File: src/rtl/stepdown_seq_pkg.sv
// Shared types and constants for the step-down converter state sequencer.
// Latency: n/a (declarations only).
// Backpressure: n/a.
package stepdown_seq_pkg;

    // Operating states of the converter core.
    typedef enum logic [2:0] {
        ST_OFF    = 3'd0,
        ST_PRECHG = 3'd1,
        ST_SOFTST = 3'd2,
        ST_REG    = 3'd3,
        ST_FAULT  = 3'd4,
        ST_DISCH  = 3'd5
    } seq_state_e;

    // Bit positions in the one-hot tstate bus; OFF is all zero.
    localparam int TS_PRECHG = 0;
    localparam int TS_SOFTST = 1;
    localparam int TS_REG    = 2;
    localparam int TS_FAULT  = 3;
    localparam int TS_DISCH  = 4;
    localparam int TS_W      = 5;

    // Retry counter holds 0..7.
    localparam int RETRY_W = 3;

    function automatic int max_int(input int a, input int b);
        return (a > b) ? a : b;
    endfunction

    // Bits needed to hold a dwell of max_cyc clocks loaded as max_cyc-1.
    function automatic int tmr_width(input int max_cyc);
        return (max_cyc > 2) ? $clog2(max_cyc) : 1;
    endfunction

endpackage

File: src/rtl/stepdown_state_sequencer_if.sv
// Supervisor inputs and core-control outputs of the state sequencer.
// Latency: n/a (wiring only).
// Backpressure: none; all signals are levels valid every clock.
interface stepdown_state_sequencer_if #(
    parameter int SS_W = 6
);
    import stepdown_seq_pkg::*;

    logic               en;
    logic               uv_ok;
    logic               ocp;
    logic               ovp;
    logic               pg_cmp;
    logic [TS_W-1:0]    tstate;
    logic [SS_W-1:0]    ss_code;
    logic               pgood;
    logic               fault;
    logic               lockout;
    logic [RETRY_W-1:0] retry_cnt;

    // Supervisor / analog side: drives enables and flags, observes state.
    modport master (
        output en, uv_ok, ocp, ovp, pg_cmp,
        input  tstate, ss_code, pgood, fault, lockout, retry_cnt
    );

    // Sequencer side.
    modport slave (
        input  en, uv_ok, ocp, ovp, pg_cmp,
        output tstate, ss_code, pgood, fault, lockout, retry_cnt
    );

endinterface

File: src/rtl/stepdown_seq_timer.sv
// Loadable down-counter shared by every dwell, the soft-start prescale and timeout.
// Latency: loaded value visible the clock after load; expired is combinational on the count.
// Backpressure: none; counts every clock until it reaches zero, then holds.
module stepdown_seq_timer #(
    parameter int W = 10
) (
    input  logic         clk,
    input  logic         rst_n,
    input  logic         load,
    input  logic [W-1:0] load_val,
    output logic [W-1:0] value,
    output logic         expired
);

    logic [W-1:0] value_q;
    logic [W-1:0] value_d;

    // Load wins over counting; the count parks at zero.
    always_comb begin
        value_d = value_q;
        if (load) begin
            value_d = load_val;
        end else if (value_q != '0) begin
            value_d = value_q - 1'b1;
        end
    end

    // Count register.
    always_ff @(posedge clk or negedge rst_n) begin
        if (!rst_n) begin
            value_q <= '0;
        end else begin
            value_q <= value_d;
        end
    end

    assign value   = value_q;
    assign expired = (value_q == '0);

endmodule

File: src/rtl/stepdown_state_sequencer.sv
// Sequences the step-down core through OFF/PRECHG/SOFTST/REG/FAULT/DISCH and drives tstate.
// Latency: every output is registered; it reflects inputs sampled on the previous edge.
// Backpressure: none; enable/fault inputs are levels evaluated every clock.
module stepdown_state_sequencer
    import stepdown_seq_pkg::*;
#(
    parameter int PRECHG_CYC = 256,
    parameter int SS_STEPS   = 64,
    parameter int SS_DIV     = 16,
    parameter int SS_TMO     = 32,
    parameter int RETRY_WAIT = 1024,
    parameter int RETRY_MAX  = 3,
    parameter int DISCH_CYC  = 128
) (
    input  logic                      clk,
    input  logic                      rst_n,
    stepdown_state_sequencer_if.slave bus
);

    localparam int SS_W   = $clog2(SS_STEPS);
    localparam int TMR_W  = tmr_width(max_int(max_int(max_int(PRECHG_CYC, SS_DIV),
                                                      max_int(SS_TMO, RETRY_WAIT)),
                                              DISCH_CYC));

    // A dwell of N clocks loads N-1 so the state bit is high for exactly N cycles.
    localparam logic [TMR_W-1:0] LD_PRECHG = TMR_W'(PRECHG_CYC - 1);
    localparam logic [TMR_W-1:0] LD_SS_DIV = TMR_W'(SS_DIV - 1);
    localparam logic [TMR_W-1:0] LD_SS_TMO = TMR_W'(SS_TMO - 1);
    localparam logic [TMR_W-1:0] LD_RETRY  = TMR_W'(RETRY_WAIT - 1);
    localparam logic [TMR_W-1:0] LD_DISCH  = TMR_W'(DISCH_CYC - 1);

    localparam logic [SS_W-1:0]    SS_MAX     = SS_W'(SS_STEPS - 1);
    localparam logic [SS_W-1:0]    SS_PRE_SAT = SS_W'(SS_STEPS - 2);
    localparam logic [RETRY_W-1:0] RETRY_LIM  = RETRY_W'(RETRY_MAX);

    seq_state_e         state_q, state_d;
    logic [SS_W-1:0]    ss_q, ss_d;
    logic [RETRY_W-1:0] retry_q, retry_d;
    logic               lock_q, lock_d;
    logic [TS_W-1:0]    tstate_q, tstate_d;
    logic               pgood_q, pgood_d;
    logic               fault_q, fault_d;

    logic               tmr_load;
    logic [TMR_W-1:0]   tmr_val;
    logic [TMR_W-1:0]   tmr_value;
    logic               tmr_expired;
    logic               tmr_value_unused;

    logic dis_req;
    logic flt_req;
    logic ss_sat;

    assign dis_req = !bus.en || !bus.uv_ok;
    assign flt_req = bus.ocp || bus.ovp;
    assign ss_sat  = (ss_q == SS_MAX);

    // Only expiry drives decisions; the remaining count is not needed here.
    assign tmr_value_unused = ^tmr_value;

    stepdown_seq_timer #(
        .W (TMR_W)
    ) u_timer (
        .clk      (clk),
        .rst_n    (rst_n),
        .load     (tmr_load),
        .load_val (tmr_val),
        .value    (tmr_value),
        .expired  (tmr_expired)
    );

    // Next state with priority disable > fault > normal progression, plus output decode.
    always_comb begin
        state_d  = state_q;
        ss_d     = ss_q;
        retry_d  = retry_q;
        lock_d   = lock_q;
        tmr_load = 1'b0;
        tmr_val  = '0;

        case (state_q)
            ST_OFF: begin
                if (!dis_req) begin
                    state_d  = ST_PRECHG;
                    tmr_load = 1'b1;
                    tmr_val  = LD_PRECHG;
                end
            end
            // Overcurrent/overvoltage are not meaningful while pre-charging.
            ST_PRECHG: begin
                if (dis_req) begin
                    state_d  = ST_DISCH;
                    tmr_load = 1'b1;
                    tmr_val  = LD_DISCH;
                end else if (tmr_expired) begin
                    state_d  = ST_SOFTST;
                    tmr_load = 1'b1;
                    tmr_val  = LD_SS_DIV;
                end
            end
            // Timer is the step prescaler until the ramp saturates, then the pg timeout.
            ST_SOFTST: begin
                if (dis_req) begin
                    state_d  = ST_DISCH;
                    tmr_load = 1'b1;
                    tmr_val  = LD_DISCH;
                end else if (flt_req) begin
                    state_d  = ST_FAULT;
                    tmr_load = 1'b1;
                    tmr_val  = LD_RETRY;
                end else if (ss_sat) begin
                    if (bus.pg_cmp) begin
                        state_d = ST_REG;
                    end else if (tmr_expired) begin
                        state_d  = ST_FAULT;
                        tmr_load = 1'b1;
                        tmr_val  = LD_RETRY;
                    end
                end else if (tmr_expired) begin
                    ss_d     = ss_q + 1'b1;
                    tmr_load = 1'b1;
                    tmr_val  = (ss_q == SS_PRE_SAT) ? LD_SS_TMO : LD_SS_DIV;
                end
            end
            // Losing pg_cmp in regulation is tolerated; only faults and disable leave.
            ST_REG: begin
                if (dis_req) begin
                    state_d  = ST_DISCH;
                    tmr_load = 1'b1;
                    tmr_val  = LD_DISCH;
                end else if (flt_req) begin
                    state_d  = ST_FAULT;
                    tmr_load = 1'b1;
                    tmr_val  = LD_RETRY;
                end
            end
            // After the hold-off either retry from pre-charge or latch lockout and wait.
            ST_FAULT: begin
                if (dis_req) begin
                    state_d  = ST_DISCH;
                    tmr_load = 1'b1;
                    tmr_val  = LD_DISCH;
                end else if (tmr_expired) begin
                    if (retry_q < RETRY_LIM) begin
                        retry_d  = retry_q + 1'b1;
                        state_d  = ST_PRECHG;
                        tmr_load = 1'b1;
                        tmr_val  = LD_PRECHG;
                    end else begin
                        lock_d = 1'b1;
                    end
                end
            end
            // Discharge always runs to completion, whatever the enable does.
            ST_DISCH: begin
                if (tmr_expired) begin
                    state_d = ST_OFF;
                end
            end
            default: begin
                state_d = ST_OFF;
            end
        endcase

        // OFF gives the retry budget back.
        if (state_d == ST_OFF) begin
            retry_d = '0;
            lock_d  = 1'b0;
        end

        // The reference code is only live while ramping or regulating.
        if (!((state_d == ST_SOFTST) || (state_d == ST_REG))) begin
            ss_d = '0;
        end

        tstate_d = '0;
        case (state_d)
            ST_PRECHG: tstate_d[TS_PRECHG] = 1'b1;
            ST_SOFTST: tstate_d[TS_SOFTST] = 1'b1;
            ST_REG:    tstate_d[TS_REG]    = 1'b1;
            ST_FAULT:  tstate_d[TS_FAULT]  = 1'b1;
            ST_DISCH:  tstate_d[TS_DISCH]  = 1'b1;
            default:   tstate_d            = '0;
        endcase
        pgood_d = (state_d == ST_REG);
        fault_d = (state_d == ST_FAULT);
    end

    // State and registered outputs; reset drops everything at once with no discharge pass.
    always_ff @(posedge clk or negedge rst_n) begin
        if (!rst_n) begin
            state_q  <= ST_OFF;
            ss_q     <= '0;
            retry_q  <= '0;
            lock_q   <= 1'b0;
            tstate_q <= '0;
            pgood_q  <= 1'b0;
            fault_q  <= 1'b0;
        end else begin
            state_q  <= state_d;
            ss_q     <= ss_d;
            retry_q  <= retry_d;
            lock_q   <= lock_d;
            tstate_q <= tstate_d;
            pgood_q  <= pgood_d;
            fault_q  <= fault_d;
        end
    end

    assign bus.tstate    = tstate_q;
    assign bus.ss_code   = ss_q;
    assign bus.pgood     = pgood_q;
    assign bus.fault     = fault_q;
    assign bus.lockout   = lock_q;
    assign bus.retry_cnt = retry_q;

endmodule

File: src/flat_wrapper.sv
// flat-port wrapper written by rule: the top's interface ports become plain ports
module stepdown_state_sequencer_flat import stepdown_seq_pkg::*;
#(
    parameter int PRECHG_CYC = 256,
    parameter int SS_STEPS   = 64,
    parameter int SS_DIV     = 16,
    parameter int SS_TMO     = 32,
    parameter int RETRY_WAIT = 1024,
    parameter int RETRY_MAX  = 3,
    parameter int DISCH_CYC  = 128
)
  (clk, rst_n, bus_en, bus_uv_ok, bus_ocp, bus_ovp, bus_pg_cmp, bus_tstate, bus_ss_code, bus_pgood, bus_fault, bus_lockout, bus_retry_cnt);
  stepdown_state_sequencer_if #(.SS_W((6))) bus_i ();
  input  logic clk;
  input  logic rst_n;
  input wire logic [$bits(bus_i.en)-1:0] bus_en;
  input wire logic [$bits(bus_i.uv_ok)-1:0] bus_uv_ok;
  input wire logic [$bits(bus_i.ocp)-1:0] bus_ocp;
  input wire logic [$bits(bus_i.ovp)-1:0] bus_ovp;
  input wire logic [$bits(bus_i.pg_cmp)-1:0] bus_pg_cmp;
  output wire logic [$bits(bus_i.tstate)-1:0] bus_tstate;
  output wire logic [$bits(bus_i.ss_code)-1:0] bus_ss_code;
  output wire logic [$bits(bus_i.pgood)-1:0] bus_pgood;
  output wire logic [$bits(bus_i.fault)-1:0] bus_fault;
  output wire logic [$bits(bus_i.lockout)-1:0] bus_lockout;
  output wire logic [$bits(bus_i.retry_cnt)-1:0] bus_retry_cnt;
  assign bus_i.en = bus_en;
  assign bus_i.uv_ok = bus_uv_ok;
  assign bus_i.ocp = bus_ocp;
  assign bus_i.ovp = bus_ovp;
  assign bus_i.pg_cmp = bus_pg_cmp;
  assign bus_tstate = bus_i.tstate;
  assign bus_ss_code = bus_i.ss_code;
  assign bus_pgood = bus_i.pgood;
  assign bus_fault = bus_i.fault;
  assign bus_lockout = bus_i.lockout;
  assign bus_retry_cnt = bus_i.retry_cnt;
  stepdown_state_sequencer #(.PRECHG_CYC(PRECHG_CYC), .SS_STEPS(SS_STEPS), .SS_DIV(SS_DIV), .SS_TMO(SS_TMO), .RETRY_WAIT(RETRY_WAIT), .RETRY_MAX(RETRY_MAX), .DISCH_CYC(DISCH_CYC)) u_core (.clk(clk), .rst_n(rst_n), .bus(bus_i));
endmodule
File: config.mk
export PLATFORM = sky130hd
export DESIGN_NAME = stepdown_state_sequencer_flat
export DESIGN_NICKNAME = d
export VERILOG_FILES = /design/src/rtl/stepdown_seq_pkg.sv /design/src/rtl/stepdown_state_sequencer_if.sv /design/src/rtl/stepdown_seq_timer.sv /design/src/rtl/stepdown_state_sequencer.sv /design/src/flat_wrapper.sv
export SDC_FILE = /design/constraint.sdc
export NUM_CORES = 1
export LEC_CHECK = 0
export ABC_AREA = 0
export ABC_CLOCK_PERIOD_IN_PS = 8700
export BUFFER_PORTS_ARGS = -buffer_cell sky130_fd_sc_hd__buf_2
export CORE_MARGIN = 1
export CORE_UTILIZATION = 60
export CTS_BUF_LIST = sky130_fd_sc_hd__clkbuf_8
export CTS_CLUSTER_SIZE = 10
export DETAILED_ROUTE_END_ITERATION = 10
export GPL_ROUTABILITY_DRIVEN = 0
export PLACE_DENSITY = 0.83
export SLEW_MARGIN = 20
export SYNTH_ARGS = -nofsm -noshare
export SYNTH_HDL_FRONTEND = slang
export SYNTH_HIERARCHICAL = 1
export SYNTH_SLANG_ARGS = --single-unit
File: constraint.sdc
create_clock -name clk -period 8.7 [get_ports clk]
set_clock_uncertainty 0.2 [all_clocks]
set_input_delay 1.305 -clock clk [delete_from_list [all_inputs] [get_ports clk]]
set_output_delay 1.305 -clock clk [all_outputs]
set_load 0.05 [all_outputs]
==> flow_summary_export.csv <==
group,metric,value,unit
clock_tree,clock_latency,0.27,ns
route,via_per_inst,6.39,
worst_setup_path,worstPathCellList,"buf_2 > inv_1 > or3_1 > a211o_2 > a22o_1 > inv_1 > mux2_2",
clock_tree,cts_resized,0,
clock_tree,clkTransAtPathRegs,0.09,ns
worst_setup_path,crit_path_max_incr_delay,0.41,ns
worst_setup_path,worstPathMaxFanout,12,
power_and_ir_drop,p_leak,0.845,nW
power_and_ir_drop,power_frac_seq,47.3,%
timing,hold_violations,0,
timing,slew_headroom,57.7,%
cells_and_area,seqCellArea,701,sq um
hold_path,hp-class,"flip-flop to flip-flop",
timing,max_freq,320,MHz
synth,yosys_warnings,6,
power_and_ir_drop,p_int,0.000265,W
cells_and_area,multi_input_area,963,sq um
worst_setup_path,critical_path_buf_inv_count,3,
power_and_ir_drop,p_comb_share,26.5,%
worst_setup_path,crit_family,"compound AO/OA/AOI/OAI gates",
clock_tree,cts_hold_buf,0,
worst_setup_path,cp_common_cell,"inv_1",
power_and_ir_drop,pwr-share-clk,26.1,%
synth,syn-cell-area,1760,sq um
timing,tightestPinTransition,0.634,ns
synth,yosysSeqAreaShare,39.9,%
clock_tree,ctsRootBufferMaster,"clkbuf_8",
worst_setup_path,crit_type,"input port to flip-flop",
global_route,grt-ovfl-total,0,
synth,synth_edf_count,0,
cells_and_area,fillerInstances,234,
synth,synth_cells,188,
timing,slew_violations,0,
timing,grt_setup_unrepaired,"no",
clock_tree,cts-htree-levels,1,
power_and_ir_drop,ir_drop,0.186,mV
die,dieWidth,56.1,um
synth,synth-async-reset-ratio,100,%
route,first_pass_iters,4,
timing,setup_viol,0,
synth,yosys_register_bits,28,
power_and_ir_drop,switchingPower,0.000124,W
global_route,track_usage,26.2,%
worst_setup_path,worstSetupStartpointType,"input port",
clock_tree,numCtsBuffers,3,
die,initial_core_util,63.7,%
placement,portBuffers,23,
clock_tree,cts_setup_buffers,0,
route,drc,0,
placement,post-dp-hpwl,2720,um
worst_setup_path,rrSetupSlack,5.58,ns
route,drt-initial-drc-count,63,
worst_setup_path,crit_path_top_delay_cell,"or3_1",
cells_and_area,diodes,0,
timing,tns,0,ns
power_and_ir_drop,swShare,31.9,%
synth,syn_nets,199,
cells_and_area,finalNonFillerCells,237,
global_route,grt_pass1_vias,1409,
cells_and_area,final_cell_mix,"28 x dfrtp_1, 23 x buf_2, 18 x nor2_1, 17 x a21oi_1, 15 x nand2_1",
clock_tree,clock_sinks,28,
timing,period_share,35.9,%
global_route,antenna_found_initial,0,
clock_tree,cts_tree,"yes",
worst_setup_path,cp.required,8.67,ns
placement,dpl.cell_count,233,
cells_and_area,drive_gt1_share,20.4,%
route,num_vias,1514,
worst_setup_path,crit_path_end_kind,"flip-flop",
job,maxCapViolCount,0,
power_and_ir_drop,power_density,202,nW/um^2
route,ant_nets,0,
global_route,grt_max_degree,29,
synth,synth_cell_type_count,51,
cells_and_area,layout_commonest_cell,"dfrtp_1",
synth,avgSynthCellArea,9.34,sq um
die,ios,24,
die,coreArea,2760,sq um
route,drt-total-wl,3780,um
timing,period_needed,3.13,ns
die,die_height,56.1,um
die,rows,19,
route,wl_per_cell,15.9,um
run_status,outcome,"finished clean",
cells_and_area,syn_to_final_growth,9.69,%
global_route,grt_pass1_wl,6440,um
cells_and_area,nNetsFinal,218,
die,die-area,3150,sq um
worst_setup_path,worstPathArrival,3.09,ns
synth,ys.flop_type,"dfrtp_1",
clock_tree,clock_path_buffers,2,
[cells by family (layout without fill, tap and decap cells)]
logic type               count (synthesis)  count (layout)  synth area share [%]
adder cells (fa/ha/maj)                  4               4                  2.85
XOR/XNOR                                 9               9                  4.49
multiplexers                             7               7                  4.06
buffers and inverters                   19              37                  5.27
flip-flops                              28              28                  39.9
AND/OR/NAND/NOR                         67              67                  21.4
AO/OA/AOI/OAI                           54              54                  22.1
[sequential cells by signal, indices dropped and copies added (netlist names)]
name	flops
u_core/u_timer/value	10
u_core/bus.ss_code	6
u_core/bus.tstate	5
u_core/bus.retry_cnt	3
u_core/state_q	3
u_core/bus.lockout	1
[cell usage after synthesis (2+ instances only)]
library cell  instances  area share (%)
a211oi_1              2            0.85
a21o_1                3             1.3
a21oi_1              17             4.8
a22o_1                2             1.0
a31oi_1               2            0.71
a41oi_1               5             2.5
buf_2                 2            0.57
buf_4                 3             1.3
clkbuf_1              3            0.64
dfrtp_1              28              40
ha_1                  4             2.8
inv_1                10             2.1
mux2i_1               6             3.4
nand2_1              15             3.2
nand2b_1              2            0.71
nand3_1               7             2.0
nand4b_1              2             1.0
nor2_1               18             3.8
nor2b_1               3             1.1
nor3_1                4             1.1
o21ai_0               9             2.6
o31ai_1               2            0.85
or3_1                 3             1.1
or4_1                 2            0.85
xnor2_1               4             2.0
xor2_1                5             2.5
[worst min-delay path, delay by kind of cell, from the launching register on]
kind,cells,cell delay [ns]
flops,1,0.36
compound gates,2,0.19
[power by group through the flow]
| stage | sequential [W] | clock, W | combinational (W) |
|---|---|---|---|
| global route | 0.000189 | 0.000108 | 0.000113 |
| global placement | 0.000185 | 0 | 0.0000978 |
| finish | 0.000184 | 0.000102 | 0.000103 |
| detailed placement | 0.000187 | 0 | 0.000102 |
| floorplan | 0.000183 | 0 | 0.0000794 |
| CTS | 0.000185 | 0.000104 | 0.000103 |
[layout make-up]
class                           instances  share of cell area (%)
Multi-Input combinational cell        141                    50.0
Sequential cell                        28                    36.4
Tap cell                               31                    2.01
Clock buffer                            3                    2.14
Inverter                               10                    1.95
Timing Repair Buffer                   23                    5.97
Clock inverter                          1                    1.56
[worst paths after layout]
kind	start	to	cells after the start
worst max register to register	u_core/u_timer/value[0]	u_core/u_timer/value[1]	10
worst min-delay path	u_core/bus.lockout	u_core/bus.lockout	2
min in group asynchronous	rst_n	u_core/u_timer/value[9]	1
worst max-delay path	bus_pg_cmp	u_core/u_timer/value[1]	7
max in group asynchronous	rst_n	u_core/u_timer/value[3]	1
worst min register to register	u_core/bus.lockout	u_core/bus.lockout	2
[metrics by stage]
step                      util, %  worst slack [ns]  power (W)  hold WS, ns  cell area [sq um]
after global placement       67.3              5.33   0.000283        0.375               1860
after global routing         69.9              5.40   0.000410        0.444               1930
after detailed placement     67.3              5.29   0.000289        0.377               1860
after floorplan                 -              5.44   0.000262        0.368               1760
final                        69.9              5.57   0.000389        0.394               1930
after CTS                    69.9              5.59   0.000391        0.405               1930
[metal layers]
| layer | global-route usage, % | vias to the layer above | part of all wire, % |
|---|---|---|---|
| li1 | - | 719 | - |
| met1 | 34.8 | 731 | 45 |
| met2 | 42.5 | 56 | 48 |
| met3 | 3.02 | 8 | 5.5 |
| met4 | 12.9 | 0 | 2.3 |
| met5 | 0 | - | 0 |
Note: power is estimated with default switching activity, not from simulation.
